### config.mk
export PLATFORM = sky130hd
export DESIGN_NAME = timer_divider
export DESIGN_NICKNAME = d
export VERILOG_FILES = /design/src/rtl/timer_divider_pkg.sv /design/src/rtl/timer_divider_channel.sv /design/src/rtl/timer_divider.sv
export SDC_FILE = /design/constraint.sdc
export NUM_CORES = 1
export LEC_CHECK = 0
export ABC_AREA = 1
export CORE_MARGIN = 2
export CORE_UTILIZATION = 25
export DETAILED_ROUTE_END_ITERATION = 16
export GPL_TIMING_DRIVEN = 1
export SETUP_SLACK_MARGIN = 0.1
export SLEW_MARGIN = 15
export SYNTH_ARGS = -nofsm -noshare
export SYNTH_HDL_FRONTEND = slang
export SYNTH_SLANG_ARGS = --single-unit
### constraint.sdc
create_clock -name clk -period 2.3 [get_ports clk]
set_input_delay 0.345 -clock clk [delete_from_list [all_inputs] [get_ports clk]]
set_output_delay 0.345 -clock clk [all_outputs]
set_load 0.03 [all_outputs]
### src/rtl/timer_divider_pkg.sv
// Shared constants for the dual-channel timer/divider: bus addresses,
// control-word bit positions and the channel output mode.
package timer_pkg;

    localparam logic [1:0] ADDR_DIV0 = 2'b00;
    localparam logic [1:0] ADDR_DIV1 = 2'b01;
    localparam logic [1:0] ADDR_CTRL = 2'b10;
    localparam logic [1:0] ADDR_IDLE = 2'b11;

    localparam int CTRL_MODE0   = 0;
    localparam int CTRL_MODE1   = 1;
    localparam int CTRL_RESTART = 2;
    localparam int CTRL_CASCADE = 3;

    typedef enum logic {
        MODE_SQUARE = 1'b0,
        MODE_PULSE  = 1'b1
    } timer_mode_e;

endpackage

### src/rtl/timer_divider_channel.sv
// One divider channel: divisor register, down-counter and registered output.
// The adv input lets the top chain this channel behind another one.
module timer_channel
    import timer_pkg::*;
#(
    parameter int WIDTH = 4
) (
    input  logic             clk,
    input  logic             rst,
    input  logic             wr,
    input  logic [WIDTH-1:0] data,
    input  timer_mode_e      mode,
    input  logic             mode_wr,
    input  timer_mode_e      mode_in,
    input  logic             restart,
    input  logic             gate,
    input  logic             adv,
    output logic             out,
    output logic             term
);

    localparam logic [WIDTH-1:0] ONE = WIDTH'(1);

    logic [WIDTH-1:0] div;
    logic [WIDTH-1:0] cnt;
    logic [WIDTH-1:0] cnt_next;
    logic [WIDTH-1:0] reload;
    logic             out_next;

    assign term = (div != '0) && (cnt == '0);

    // A zero divisor (current or being written) parks the channel; a write to a
    // parked channel starts it, otherwise restart beats normal gated counting.
    always_comb begin
        cnt_next = cnt;
        out_next = out;
        reload   = wr ? data : div;
        if ((wr && data == '0) || (!wr && div == '0)) begin
            cnt_next = '0;
            out_next = 1'b0;
        end else if (wr && div == '0) begin
            cnt_next = data - ONE;
        end else if (restart) begin
            cnt_next = div - ONE;
            out_next = 1'b0;
        end else begin
            if (gate && adv) begin
                if (cnt != '0) begin
                    cnt_next = cnt - ONE;
                    if (mode == MODE_PULSE)
                        out_next = 1'b0;
                end else begin
                    cnt_next = reload - ONE;
                    out_next = (mode == MODE_PULSE) ? 1'b1 : ~out;
                end
            end
            if (mode_wr && mode_in != mode)
                out_next = (mode_in == MODE_PULSE) ? 1'b0 : out;
        end
    end

    always_ff @(posedge clk or posedge rst) begin
        if (rst) begin
            div <= '0;
            cnt <= '0;
            out <= 1'b0;
        end else begin
            if (wr)
                div <= data;
            cnt <= cnt_next;
            out <= out_next;
        end
    end

endmodule

### src/rtl/timer_divider.sv
// Dual-channel programmable divider: address decode and control register.
// Define TIMER_DIVIDER_CASCADE_EN to let channel 1 count channel 0 terminals.
module timer_divider
    import timer_pkg::*;
#(
    parameter int WIDTH = 4
) (
    input  logic             clk,
    input  logic             rst,
    input  logic [WIDTH-1:0] d,
    input  logic [1:0]       a,
    input  logic             g0,
    input  logic             g1,
    output logic             out0,
    output logic             out1
);

    logic        wr0;
    logic        wr1;
    logic        ctrl_wr;
    logic        restart;
    logic        adv1;
    logic        term0;
    logic        term1;
    logic        unused_term;
    timer_mode_e mode0;
    timer_mode_e mode1;

    always_comb begin
        wr0     = 1'b0;
        wr1     = 1'b0;
        ctrl_wr = 1'b0;
        case (a)
            ADDR_DIV0: wr0     = 1'b1;
            ADDR_DIV1: wr1     = 1'b1;
            ADDR_CTRL: ctrl_wr = 1'b1;
            ADDR_IDLE: ;
            default:   ;
        endcase
    end

    assign restart = ctrl_wr && d[CTRL_RESTART];

`ifdef TIMER_DIVIDER_CASCADE_EN
    logic cascade;
`endif

    // Restart is a strobe derived from the bus and is never stored.
    always_ff @(posedge clk or posedge rst) begin
        if (rst) begin
            mode0 <= MODE_SQUARE;
            mode1 <= MODE_SQUARE;
`ifdef TIMER_DIVIDER_CASCADE_EN
            cascade <= 1'b0;
`endif
        end else if (ctrl_wr) begin
            mode0 <= timer_mode_e'(d[CTRL_MODE0]);
            mode1 <= timer_mode_e'(d[CTRL_MODE1]);
`ifdef TIMER_DIVIDER_CASCADE_EN
            cascade <= d[CTRL_CASCADE];
`endif
        end
    end

`ifdef TIMER_DIVIDER_CASCADE_EN
    assign adv1        = cascade ? (term0 && g0) : 1'b1;
    assign unused_term = term1;
`else
    assign adv1        = 1'b1;
    assign unused_term = term0 ^ term1;
`endif

    timer_channel #(.WIDTH(WIDTH)) u_ch0 (
        .clk     (clk),
        .rst     (rst),
        .wr      (wr0),
        .data    (d),
        .mode    (mode0),
        .mode_wr (ctrl_wr),
        .mode_in (timer_mode_e'(d[CTRL_MODE0])),
        .restart (restart),
        .gate    (g0),
        .adv     (1'b1),
        .out     (out0),
        .term    (term0)
    );

    timer_channel #(.WIDTH(WIDTH)) u_ch1 (
        .clk     (clk),
        .rst     (rst),
        .wr      (wr1),
        .data    (d),
        .mode    (mode1),
        .mode_wr (ctrl_wr),
        .mode_in (timer_mode_e'(d[CTRL_MODE1])),
        .restart (restart),
        .gate    (g1),
        .adv     (adv1),
        .out     (out1),
        .term    (term1)
    );

endmodule

==> impl_metrics.tcl, run 1 <==
set metrics [dict create \
    drive_above_1_share_pct 16.0 \
    root_buffer "clkbuf_8" \
    end_kind "flip-flop" \
    power.density_nw_per_um2 842 \
    finalSetupViolations 0 \
    cts_setup_buffers 0 \
    clk_latency_ps 260 \
    start_util_pct 26.0 \
    layout_common_cells "nand2_1, inv_1, dfrtp_1, nor2_1, nand3_1" \
    fin_crit_ps 1950 \
    wirelength_mm 3.79 \
    place_inst 334 \
    fmaxAchievable_ghz 0.512 \
    firstDrtPassIters 4 \
    clk_pin_slew_ps 80 \
    die-area_um2 6800 \
    antenna_found_initial 0 \
    crit_path_start "a[1]" \
    status "completed" \
    slew_headroom_pct 70.0 \
    grt.total_usage_pct 12.5 \
    ys_seq_area_share_pct 32.5 \
    wl_per_cell_um 11.2 \
    rows 28 \
    r2r-end "u_ch0.cnt[1]" \
    endpoint "u_ch0.cnt[1]" \
    peakVddDrop_mv 0.273 \
    tightest_slew_ps 448 \
    grt_pass1_wl_mm 6.51 \
    synth.avg_cell_area_um2 6.49 \
    skew_ps 0.811 \
    ys_ff_latch 20 \
    die_w_um 82.5 \
    cp_max_fo 9 \
    grt_overflow_total 0 \
    vias_per_cell 4.35 \
    reg2reg_from "u_ch0.cnt[1]" \
    hp-class "input pin to async pin" \
    htree_levels 1 \
    ys_types 31 \
    syn_area_um2 1540 \
    first_iter_violations 113 \
    cts_resized 0 \
    io_pins 12 \
    ant_nets 0 \
    worst-endpoint-arrival_ps 2100 \
    cp-start-kind "input pin" \
    path_class "input pin to flip-flop" \
    place.gp.congestion 0.848 \
    hold_viol_final 0 \
    diodes 0 \
    fin_nets 277 \
    finalSetupTns_ps 0 \
    final_common_cell "nand2_1" \
    dp.final_hpwl_mm 2.98 \
    drc 0 \
    die_y_um 82.5 \
    hold_buffers 0 \
    clockBufferDepth 2 \
    syn_inst 237 \
    coreArea_um2 5920 \
    rrSetupSlack_ps 510 \
    finalMaxSlewViolations 0 \
    cap_violations 0 \
    areaGrowthSynthToFinish_pct 21.1 \
    critPathRequiredTime_ps 2440 \
    portBuffers 11 \
    final_cells 337 \
    grt_max_degree 21 \
    synth_nets 250 \
    routed-via-count 1466 \
    cts_made_buffers 3 \
    cts_sinks 20 \
    post-route-period-util_pct 85.0 \
    cts_tree "done" \
    rsz0062_at_grt "false" \
    ys_warn_count 0 \
    grt_pass1_vias 1422 \
    reg2reg_depth 10 \
    leakagePower_nw 1.01 \
    fillCellCount 654 \
]
## layer usage
metal	wire [um]	share of wire [%]	track usage, %
met1	2050	54	17.9
met4	23	0.61	2.50
met3	110	2.9	2.28
met5	0	0	0
met2	1600	42	19.6
## registers in the layout (all words and copies together) (netlist names)
register,cells
u_ch0.div,4
u_ch1.cnt,4
mode1,1
u_ch1.out,1
u_ch0.out,1
mode0,1
u_ch0.cnt,4
u_ch1.div,4
## critical path, stage by stage
cell,delay [ps]
clkdlybuf4s50_1,570
nor2_4,260
nand2_1,70
o21ai_1,110
nand2_1,70
nand2_1,100
nand2_2,70
ha_1,280
nand2_1,50
o2111ai_1,70
o21ai_0,100
## Yosys cell counts
cell type / number / area (um^2)
buf_6: 1 / 11.3
o2111ai_1: 3 / 26.3
o31ai_1: 1 / 7.51
a31oi_1: 2 / 12.5
nor3_1: 1 / 5.00
inv_4: 1 / 6.26
o22ai_1: 1 / 6.26
nor2_2: 2 / 12.5
dfrtp_1: 20 / 500
o21ai_0: 9 / 45.0
o21ai_2: 1 / 8.76
xnor2_1: 3 / 26.3
inv_2: 4 / 15.0
nand2_4: 1 / 11.3
nand4_1: 3 / 18.8
a21oi_1: 2 / 10.0
a21oi_2: 1 / 8.76
ha_1: 3 / 37.5
a21o_1: 1 / 7.51
nand2_1: 84 / 315
buf_4: 1 / 7.51
nor2_1: 17 / 63.8
nor2_4: 1 / 11.3
inv_1: 38 / 143
o21a_1: 1 / 7.51
nand2_2: 12 / 75.1
nand3_1: 15 / 75.1
or2_0: 1 / 6.26
o21ai_1: 4 / 20.0
nand3_2: 2 / 20.0
nand3_4: 1 / 17.5
## cells by family after synthesis
family                   synth area share (%)
AO/OA/AOI/OAI                            10.4
AND/OR/NAND/NOR                          41.1
flip-flops                               32.5
XOR/XNOR                                 1.71
adder cells (fa/ha/maj)                  2.44
buffers and inverters                    11.9
## final cells by class
type	instances	area (um^2)	area share, %
tap	75	93.8	5.04
timing repair buffer	24	208	11.1
clock buffer	3	41.3	2.22
sequential	20	500	26.9
inverter	43	164	8.80
multi-input combinational	172	856	45.9
## report_power, final
part | internal (mW) | switching [mW] | leakage (nW)
registers | 0.451 | 0.0500 | 0.250
clock network | 0.117 | 0.125 | 0.0216
logic | 0.334 | 0.492 | 0.742
total | 0.902 | 0.667 | 1.01
## stage by stage
stage	area, um^2	utilization [%]	hold slack [ps]	total power, mW	setup slack [ps]
global placement	1820	30.8	467	1.33	104
floorplan	1540	-	309	1.10	681
detailed placement	1820	30.8	467	1.33	97.1
global route	1860	31.5	485	1.74	169
CTS	1860	31.5	440	1.58	369
finish	1860	31.5	419	1.57	346
## how the worst min path moves through the flow
| stage | from | to | slack, ps | depth (start not counted) |
|---|---|---|---|---|
| after floorplan | rst | mode0 | 310 | 1 |
| after detailed placement | u_ch0.cnt[2] | u_ch0.cnt[2] | 470 | 2 |
| final | rst | u_ch1.div[3] | 420 | 3 |
| after global placement | u_ch0.cnt[3] | u_ch0.cnt[3] | 470 | 2 |
| after global routing | rst | u_ch1.div[2] | 480 | 3 |
| after CTS | rst | u_ch1.div[2] | 440 | 3 |
(Power assumes the default switching activity.)
==> inputs of run 2 (changes only) <==
==> constraint.sdc (replaced) <==
create_clock -name clk -period 2 [get_ports clk]
set_input_delay 0.3 -clock clk [delete_from_list [all_inputs] [get_ports clk]]
set_output_delay 0.3 -clock clk [all_outputs]
set_load 0.03 [all_outputs]
==> run 2 against run 1 <==
Worst hold slack got worse by 56 ps. Critical path type unchanged. Sequential share of layout area fell by 2.5 points. Die area did not move. Clock power rose by 38%. Largest cell class unchanged. Highest routed layer unchanged. Non-clock buffer count rose by 22. Power rose by 24%. Critical endpoint is now u_ch1.cnt[1]. Routed wire length rose by 7.5%. Critical path depth did not move. Register-to-register slack got worse by 130 ps.
==> impl_metrics.tcl, run 2 (synthesis results as in run 1) <==
set metrics [dict create \
    fin_crit_ps 1760 \
    vias_per_cell 4.53 \
    clockBufferDepth 2 \
    io_pins 12 \
    grt.total_usage_pct 13.3 \
    path_class "input pin to flip-flop" \
    hp-class "input pin to async pin" \
    grt_pass1_wl_mm 6.86 \
    cts_made_buffers 3 \
    die_w_um 82.5 \
    grt_overflow_total 0 \
    wirelength_mm 4.07 \
    diodes 0 \
    routed-via-count 1630 \
    peakVddDrop_mv 0.316 \
    rsz0062_at_grt "false" \
    htree_levels 1 \
    post-route-util_pct 34.7 \
    cts_sinks 20 \
    place_inst 355 \
    die-area_um2 6800 \
    coreArea_um2 5920 \
    regArea_um2 500 \
    finalSetupTns_ps 0 \
    fmaxAchievable_ghz 0.568 \
    root_buffer "clkbuf_8" \
    die_y_um 82.5 \
    start_util_pct 26.0 \
    worst-endpoint-arrival_ps 1910 \
    cp_max_fo 5 \
    final_common_cell "nand2_1" \
    antenna_found_initial 0 \
    firstDrtPassIters 4 \
    grt_max_degree 21 \
    rows 28 \
    areaGrowthSynthToFinish_pct 33.7 \
    clk_latency_ps 270 \
    grt_pass1_vias 1566 \
    power.density_nw_per_um2 946 \
    fin_nets 299 \
    wl_per_cell_um 11.3 \
    place.gp.congestion 0.833 \
    skew_ps 1.84 \
    status "completed" \
    end_kind "flip-flop" \
    tightest_slew_ps 311 \
    cp-start-kind "input pin" \
    cap_violations 0 \
    multi_input_area_um2 865 \
    leakagePower_nw 1.14 \
    layout_common_cells "nand2_1, inv_1, buf_4, dfrtp_1, nor2_1" \
    ant_nets 0 \
    fin_ws_ps 239 \
    dpl_worst_slack_ps -56.7 \
    cts_tree "done" \
    hold_viol_final 0 \
    critPathRequiredTime_ps 2150 \
    finalSetupViolations 0 \
    clk_pin_slew_ps 80 \
    final_cells 360 \
    portBuffers 11 \
    finalMaxSlewViolations 0 \
    fillCellCount 638 \
    dp.final_hpwl_mm 3.19 \
    first_iter_violations 74 \
    slew_headroom_pct 79.2 \
    power_mw 1.95 \
    post-route-period-util_pct 88.0 \
    drive_above_1_share_pct 23.9 \
    hold_buffers 0 \
    drc 0 \
]
-- run 2: path summary, 6_finish.rpt --
check,depth (start not counted),endpoint,from,slack (ps)
worst max-delay path,11,u_ch1.cnt[1],a[0],240
worst min-delay path,3,u_ch1.div[0],rst,360
worst max register to register,11,u_ch0.cnt[2],u_ch0.cnt[1],380
worst min register to register,2,u_ch0.cnt[2],u_ch0.cnt[2],490
max in group asynchronous,3,u_ch0.out,rst,1420
min in group clk,5,u_ch1.div[0],a[1],490
-- run 2: through the flow --
step	hold WS [ps]	cell area (um^2)
3_3_place_gp	465	1980
6_report	363	2060
2_1_floorplan	264	1540
4_1_cts	386	2030
5_1_grt	408	2060
3_5_place_dp	467	1980
-- run 2: report_power, final --
part,internal (mW),switching [mW]
Sequential,0.518,0.0567
Combinational,0.447,0.590
Clock,0.176,0.159
Total,1.14,0.805
-- run 2: final cells by class --
type,count,share of cell area (%)
clock buffer,4,2.68
inverter,43,7.97
multi-input combinational,172,42.0
sequential,20,24.3
tap,75,4.56
timing repair buffer,46,18.4
-- run 2: worst max-delay path: stages --
cell and delay (ps):
clkdlybuf4s50_1 570, buf_4 180, nand3_1 100, nand2_2 90
nand2_1 50, nand2_1 50, nand2_1 70, ha_1 280
nand2_1 60, o2111ai_1 90, o21ai_0 100
-- run 2: layer usage --
metal  GRT usage (%)  share of wire, %
met1            17.6                54
met4            4.67               1.5
met5               0                 0
met3            2.17               3.2
met2            21.8                42
-- run 2: timing repair --
item                                    4_1_cts  5_1_grt
gates resized for setup                       0        6
buffers inserted                              0        1
endpoints found under the setup margin        0        2
==> inputs of run 3 (changes only) <==
--- a/config.mk
+++ b/config.mk
@@ -6,11 +6,13 @@
 export NUM_CORES = 1
 export LEC_CHECK = 0
 export ABC_AREA = 1
+export CAP_MARGIN = 20
 export CORE_MARGIN = 2
 export CORE_UTILIZATION = 25
 export DETAILED_ROUTE_END_ITERATION = 16
 export GPL_TIMING_DRIVEN = 1
 export SETUP_SLACK_MARGIN = 0.1
+export SKIP_LAST_GASP = 1
 export SLEW_MARGIN = 15
 export SYNTH_ARGS = -nofsm -noshare
 export SYNTH_HDL_FRONTEND = slang
==> results of run 3 <==
Same layout as run 2: the final DEF is identical, and so are final timing and power.
